**src/rtl/seg_scan_mux.sv**
```systemverilog
// seg_scan_mux - time-multiplexed scanner for the 7-segment bank.
// Each slot selects one digit for the downstream decoder and drives the
// matching anode and decimal point. It also provides:
//   - a guard window at the start of every slot,
//   - leading-zero blanking,
//   - per-digit blink.
// Slot decisions (digit value, lit flag, dp request) are captured once per
// slot and held. Input changes mid-slot therefore never disturb the display.
module seg_scan_mux #(
  parameter int DIGITS      = 4,
  parameter int SLOT_CYC    = 50000,
  parameter int GUARD_CYC   = 500,
  parameter int BLINK_SLOTS = 2000
) (
  input  logic                        clk,
  input  logic                        reset,
  input  logic                        ca,
  input  logic [4*DIGITS-1:0]         digits,
  input  logic [DIGITS-1:0]           dp_in,
  input  logic                        lzb,
  input  logic [DIGITS-1:0]           blink_mask,
  output logic [3:0]                  bin,
  output logic [DIGITS-1:0]           an,
  output logic                        dp,
  output logic [$clog2(DIGITS)-1:0]   idx
);

  localparam int IDXW = $clog2(DIGITS);
  localparam int PW   = $clog2(SLOT_CYC);
  localparam int FW   = (BLINK_SLOTS > 1) ? $clog2(BLINK_SLOTS) : 1;

  localparam logic [PW-1:0]   PRESC_LAST = PW'(SLOT_CYC - 1);
  localparam logic [PW-1:0]   GUARD_END  = PW'(GUARD_CYC);
  localparam logic [IDXW-1:0] IDX_LAST   = IDXW'(DIGITS - 1);
  localparam logic [FW-1:0]   FRAME_LAST = FW'(BLINK_SLOTS - 1);

  // One-hot anode pattern for a scan index, in active-high sense.
  function automatic logic [DIGITS-1:0] onehot(input logic [IDXW-1:0] sel);
    logic [DIGITS-1:0] v;
    v = {{(DIGITS-1){1'b0}}, 1'b1};
    return v << sel;
  endfunction

  // Scan state.
  logic [PW-1:0]     presc_q,  presc_d;
  logic [IDXW-1:0]   idx_q,    idx_d;
  logic [FW-1:0]     frame_q,  frame_d;
  logic              phase_q,  phase_d;

  // Per-slot captured decisions.
  logic [3:0]        bin_q,    bin_d;
  logic              lit_q,    lit_d;
  logic              dpreq_q,  dpreq_d;

  // Active-high output intent, converted to the selected polarity at the pins.
  logic [DIGITS-1:0] an_act_q, an_act_d;
  logic              dp_act_q, dp_act_d;
  logic              ca_q;

  // Combinational helpers.
  logic              slot_end_s;
  logic              scan_wrap_s;
  logic              slot_start_s;
  logic              upper_zero_s;
  logic              blanked_s;
  logic              lz_blank_s;
  logic              lit_now_s;
  logic              pol_s;

  // Slot/frame boundary detection from the current counter values.
  always_comb begin
    slot_end_s   = (presc_q == PRESC_LAST);
    scan_wrap_s  = slot_end_s && (idx_q == IDX_LAST);
    slot_start_s = (presc_q == {PW{1'b0}});
  end

  // Detect that the current digit and every more-significant digit are zero.
  always_comb begin
    upper_zero_s = 1'b1;
    for (int k = 0; k < DIGITS; k++) begin
      if ((IDXW'(k) >= idx_q) && (digits[4*k +: 4] != 4'h0)) begin
        upper_zero_s = 1'b0;
      end else begin
        upper_zero_s = upper_zero_s;
      end
    end
  end

  // Lit decision for the slot that is starting now.
  // phase_q already holds the post-toggle phase when a blink toggle coincides
  // with the slot boundary, because the toggle happened on the wrap edge.
  always_comb begin
    blanked_s  = blink_mask[idx_q] && phase_q;
    lz_blank_s = lzb && (idx_q != {IDXW{1'b0}}) && upper_zero_s;
    lit_now_s  = !blanked_s && !lz_blank_s;
  end

  // Next-state logic for the prescaler, scan index, frame counter and blink phase.
  always_comb begin
    presc_d = presc_q;
    idx_d   = idx_q;
    frame_d = frame_q;
    phase_d = phase_q;
    if (slot_end_s) begin
      presc_d = {PW{1'b0}};
      if (idx_q == IDX_LAST) begin
        idx_d = {IDXW{1'b0}};
      end else begin
        idx_d = idx_q + {{(IDXW-1){1'b0}}, 1'b1};
      end
    end else begin
      presc_d = presc_q + {{(PW-1){1'b0}}, 1'b1};
    end
    if (scan_wrap_s) begin
      if (frame_q == FRAME_LAST) begin
        frame_d = {FW{1'b0}};
        phase_d = !phase_q;
      end else begin
        frame_d = frame_q + {{(FW-1){1'b0}}, 1'b1};
      end
    end else begin
      frame_d = frame_q;
    end
  end

  // Capture digit, lit flag and dp request once at slot start; hold otherwise.
  always_comb begin
    bin_d   = bin_q;
    lit_d   = lit_q;
    dpreq_d = dpreq_q;
    if (slot_start_s) begin
      bin_d   = digits[{idx_q, 2'b00} +: 4];
      lit_d   = lit_now_s;
      dpreq_d = dp_in[idx_q];
    end else begin
      bin_d   = bin_q;
      lit_d   = lit_q;
      dpreq_d = dpreq_q;
    end
  end

  // Next-cycle anode/dp intent: dark during the guard window, else only the
  // current digit, and only when lit. The active window never contains a
  // slot boundary, so idx_q is the index of the next cycle too.
  always_comb begin
    an_act_d = {DIGITS{1'b0}};
    dp_act_d = 1'b0;
    if ((presc_d >= GUARD_END) && lit_d) begin
      an_act_d = onehot(idx_q);
      dp_act_d = dpreq_d;
    end else begin
      an_act_d = {DIGITS{1'b0}};
      dp_act_d = 1'b0;
    end
  end

  // Main state registers with asynchronous active-high reset.
  always_ff @(posedge clk or posedge reset) begin
    if (reset) begin
      presc_q  <= {PW{1'b0}};
      idx_q    <= {IDXW{1'b0}};
      frame_q  <= {FW{1'b0}};
      phase_q  <= 1'b0;
      bin_q    <= 4'h0;
      lit_q    <= 1'b0;
      dpreq_q  <= 1'b0;
      an_act_q <= {DIGITS{1'b0}};
      dp_act_q <= 1'b0;
    end else begin
      presc_q  <= presc_d;
      idx_q    <= idx_d;
      frame_q  <= frame_d;
      phase_q  <= phase_d;
      bin_q    <= bin_d;
      lit_q    <= lit_d;
      dpreq_q  <= dpreq_d;
      an_act_q <= an_act_d;
      dp_act_q <= dp_act_d;
    end
  end

  // Registered polarity so a ca change reaches an/dp on the next edge.
  // It has no reset value because the inactive level itself depends on ca.
  always_ff @(posedge clk) begin
    ca_q <= ca;
  end

  // Output polarity: while reset is held, follow ca directly so the pins are
  // inactive at the requested polarity even before the first clock edge.
  always_comb begin
    if (reset) begin
      pol_s = ca;
    end else begin
      pol_s = ca_q;
    end
  end

  // Drive pins at the selected polarity; bin is never inverted here.
  always_comb begin
    if (pol_s) begin
      an = ~an_act_q;
      dp = ~dp_act_q;
    end else begin
      an = an_act_q;
      dp = dp_act_q;
    end
    bin = bin_q;
    idx = idx_q;
  end

endmodule

```
**config.mk**
```make
export PLATFORM = sky130hd
export DESIGN_NAME = seg_scan_mux
export DESIGN_NICKNAME = d
export VERILOG_FILES = /design/src/rtl/seg_scan_mux.sv
export SDC_FILE = /design/constraint.sdc
export NUM_CORES = 1
export LEC_CHECK = 0
export CAP_MARGIN = 20
export CELL_PAD_IN_SITES_DETAIL_PLACEMENT = 1
export CELL_PAD_IN_SITES_GLOBAL_PLACEMENT = 1
export CORE_MARGIN = 2
export CORE_UTILIZATION = 30
export CTS_BUF_LIST = sky130_fd_sc_hd__clkbuf_4 sky130_fd_sc_hd__clkbuf_8
export DETAILED_ROUTE_END_ITERATION = 12
export PLACE_DENSITY = 0.67
export SYNTH_ARGS = -nofsm -noshare
export SYNTH_HDL_FRONTEND = slang
export SYNTH_SLANG_ARGS = --single-unit
```
**constraint.sdc**
```tcl
create_clock -name clk -period 4.1 [get_ports clk]
set_clock_uncertainty 0.05 [all_clocks]
set_input_delay 0.82 -clock clk [delete_from_list [all_inputs] [get_ports clk]]
set_output_delay 0.82 -clock clk [all_outputs]
set_load 0.05 [all_outputs]
```
# Word-level counts from Yosys, hierarchy flattened
# Cells that the tools add are included.
classes:
  shifts: 2
  n_lt_le_gt_ge: 6
  eq_ne: 3
  mux: 18
  n_addsub: 3
  reduce_logical: 20
  bitwise_logic: 2
op_table:
  columns: ["cell", "n"]
  rows:
  - ["16-bit by 1-bit adder with 16-bit output (second input constant)", 1]
  - ["16-bit equality test (second input constant)", 1]
  - ["16-bit by 9-bit greater-or-equal comparator with 1-bit output (second input constant)", 1]
  - ["16-bit zero test", 1]
  - ["16-bit 2-to-1 mux", 1]
  - ["4-bit nonzero test", 4]
  - ["16-bit by 5-bit indexed part select with 4-bit output", 1]
  - ["11-bit by 1-bit adder with 11-bit output (second input constant)", 1]
  - ["11-bit equality test (second input constant)", 1]
  - ["1-bit 2-to-1 mux", 11]
  - ["11-bit 2-to-1 mux", 1]
  - ["1-bit logical AND", 10]
  - ["4-bit 2-to-1 mux", 2]
  - ["1-bit binary-select mux with 2-bit select", 2]
  - ["1-bit by 2-bit greater-or-equal comparator with 1-bit output (first input constant)", 2]
  - ["2-bit greater-or-equal comparator (first input constant)", 2]
  - ["4-bit NOT", 1]
  - ["1-bit by 2-bit << shifter with 4-bit output (first input constant)", 1]
  - ["1-bit zero test", 3]
  - ["2-bit by 3-bit < comparator with 1-bit output (second input constant)", 1]
  - ["2-bit by 1-bit adder with 2-bit output (second input constant)", 1]
  - ["2-bit equality test (second input constant)", 1]
  - ["2-bit 2-to-1 mux", 1]
  - ["2-bit AND reduction", 1]
  - ["other kinds (2)", 2]
word_totals:
  input_bits: 28
  word_cells: 64
  regBits: 42
  output_inout_bits: 11

# Logic depth before layout (Yosys ltp)
depth:
  depth_word: 12
  depth_mapped: 8
  ltp_nobuf: 7

# Worst setup path after synthesis
# No wires, ideal clock.
synth_path:
  kind: "in2out"
  start: "input reset"
  end: "output an[0]"
  setup_slack_ns: 1.312
  cell_stages: 2
  t_arrival_ns: 1.918
  path_buffers: 0
  required_ns: 3.230
  path_cell_list: "mux2i_1 xnor2_1"
synth_via:
  elab_chain_len: 2
synth_rtl:
  columns: ["element", "line_no", "source"]
  rows:
  - ["start, declared", "16", "input logic reset,"]
  - ["1-bit 2-to-1 mux", "191", "if (reset) begin"]
  - ["4-bit 2-to-1 mux", "200", "if (pol_s) begin"]
  - ["end, declared", "23", "output logic [DIGITS-1:0] an,"]
# Every way passes these cells.

# Final worst setup path
# Same ends and word-level chain as after synthesis.

==> out/metrics.cfg <==
[timing]
holdWs_ps=443
fin_setup_tns_ps=0
fmax_mhz=286
fin_crit_sh=0.853
tightest_slew_ps=1030
post-route-min-period_ps=3500
slew_violations=0
hold_viol=0
slew_headroom=0.308
rsz0062_at_grt=no
setup_viol=0

[route]
vias_per_cell=5.01
ant_nets=0
wl_um=5540
drtIter0Drc=56
dr.pass1.iters=4
post_drt_wl_per_cell_um=14.6
post-route-drc-count=0
num_vias=1897

[logic_synthesis]
avgSynthCellArea_sq_um=10.7
synthMuxAreaShare=0.0797
synth.distinct_cells=56
ys_seq_elements=42
synth_edf_count=0
synth_compound_area_frac=0.0991
synth_top_family_by_area=simple AND/OR/NAND/NOR gates
syn-num-nets=273
seq_area_frac_synth=0.414
ys.warnings.count=0
syn-cell-area_sq_um=2530
synth_flop_cell=dfrtp_1
synth_xor_area_frac=0.0936
synthCells=237
synthArstFlopShare=0.976
synth_fa_ha_area_frac=0.0396
yosys.area_share.simple=0.223

[global_routing]
grt_max_degree=42
grt_overflow_total=0
grt_pass1_vias=1860
grtUsageTotal=0.129
grt_first_pass_wirelength_um=9180
antenna_found_initial=0

[clock_network]
cts_tree=built
cts_hold_repair.buffers=0
clock_path_buffers=2
clk_pin_slew_ps=80
h-tree-depth=2
cts_root_buffer=clkbuf_8
cts_resized=0
postCtsSetupBuffers=0
cts.sinks=42
clk_latency_ps=300
numCtsBuffers=5

[pwr]
power_density_nw_per_um2=257
p_leak_nw=1.25
ir_drop_mv=0.103
power_mw=0.791

[layout]
final_core_utilization=0.376
design_area_sq_um=3080
fill_cells=913
regArea_sq_um=1050
drive_gt1_frac=0.153
nets=309
antenna-diode-count=0
multi_input_area_sq_um=1350
final_common_cell=dfrtp_1
mostFrequentLayoutCells=41 x dfrtp_1, 38 x clkdlybuf4s50_1, 16 x nand2_1, 15 x xor2_1
areaGrowthSynthToFinish_pct=21.8

[critical_path]
required_ps=3230
start_kind=input pin
path_class=in2out
arrival_ps=2630
crit_fanout=5
endpoint_kind=output pin

[floorplan]
io_pins=39
coreArea_sq_um=8180
die_w_um=95.8
die_h_um=95.8
dieArea_sq_um=9170
start_util=0.309
rows=33

[flow_run]
timing.max_cap.violations=0

[outcome]
status=completed

[placed_design]
place_area_sq_um=2980
io_buffer_count=38
dp_hpwl_um=4030
gp_congestion=0.750

[min_path]
hold_class=reg2reg

[final timing paths]
kind,start,end,cells after the start,slack [ps]
max in group asynchronous,reset,frame_q[4]$_DFFE_PP0P_,3,2670
min in group asynchronous,reset,presc_q[15]$_DFF_PP0_,3,960
worst max-delay path,reset,an[0],5,600
worst min register to register,frame_q[10]$_DFFE_PP0P_,frame_q[10]$_DFFE_PP0P_,1,440
worst max register to register,presc_q[0]$_DFF_PP0_,an_act_q[3]$_DFF_PP0_,6,1590
worst min-delay path,frame_q[10]$_DFFE_PP0P_,frame_q[10]$_DFFE_PP0P_,1,440
[state kept, by name (all words and copies together) (netlist names)]
| signal | cells |
|---|---|
| an_act_q | 4 |
| bin | 4 |
| ca_q | 1 |
| dp_act_q | 1 |
| dpreq_q | 1 |
| frame_q | 11 |
| idx | 2 |
| lit_q | 1 |
| phase_q | 1 |
| presc_q | 16 |
[cells by family (layout without fill, tap and decap cells)]
family                   count (synthesis)  in the layout
adder cells (fa/ha/maj)                  8              8
flip-flops                              42             42
AO/OA/AOI/OAI                           30             30
buffers and inverters                   25             62
XOR/XNOR                                27             27
multiplexers                            12             12
AND/OR/NAND/NOR                         93             93
[layout make-up]
type | instances | area share
clock inverters | 2 | 0.00407
flip-flops and latches | 42 | 0.340
clock buffers | 6 | 0.0268
repair buffers | 41 | 0.131
inverters | 13 | 0.0159
well taps | 105 | 0.0427
multi-input cells | 170 | 0.440
[synth_stat cells (all sizes together), types with 8 or more instances]
| cell type | n | area share |
|---|---|---|
| nand4 | 10 | 0.027 |
| buf | 8 | 0.025 |
| o21ai | 9 | 0.018 |
| inv | 13 | 0.019 |
| nand2 | 17 | 0.028 |
| nor2 | 17 | 0.030 |
| nand3 | 17 | 0.040 |
| dfrtp | 41 | 0.41 |
| xor2 | 15 | 0.052 |
| nor4 | 9 | 0.036 |
| ha | 8 | 0.040 |
| xnor2 | 12 | 0.042 |
[report_power, final]
part,internal [mW],switching [mW]
clock,0.136,0.154
sequential,0.417,0.00106
combinational,0.0425,0.0415
[stage by stage]
step	setup slack, ps	std cells
4_1_cts	567	379
3_3_place_gp	643	371
5_1_grt	495	379
2_1_floorplan	1310	237
3_5_place_dp	578	371
6_report	604	379
[layer usage]
| layer | vias to the layer above | share of wire | global-route usage |
|---|---|---|---|
| met2 | 44 | 0.45 | 0.203 |
| met3 | 5 | 0.057 | 0.0321 |
| met5 | - | 0 | 0 |
| met1 | 928 | 0.48 | 0.175 |
| met4 | 0 | 0.016 | 0.0429 |
| li1 | 920 | - | - |
[critical path, cell delays in order]
cell and delay [ps]:
clkdlybuf4s50_1 500, mux2i_1 190, buf_4 170, xnor2_1 120, clkdlybuf4s50_1 820
Note: power is estimated with default switching activity, not from simulation.
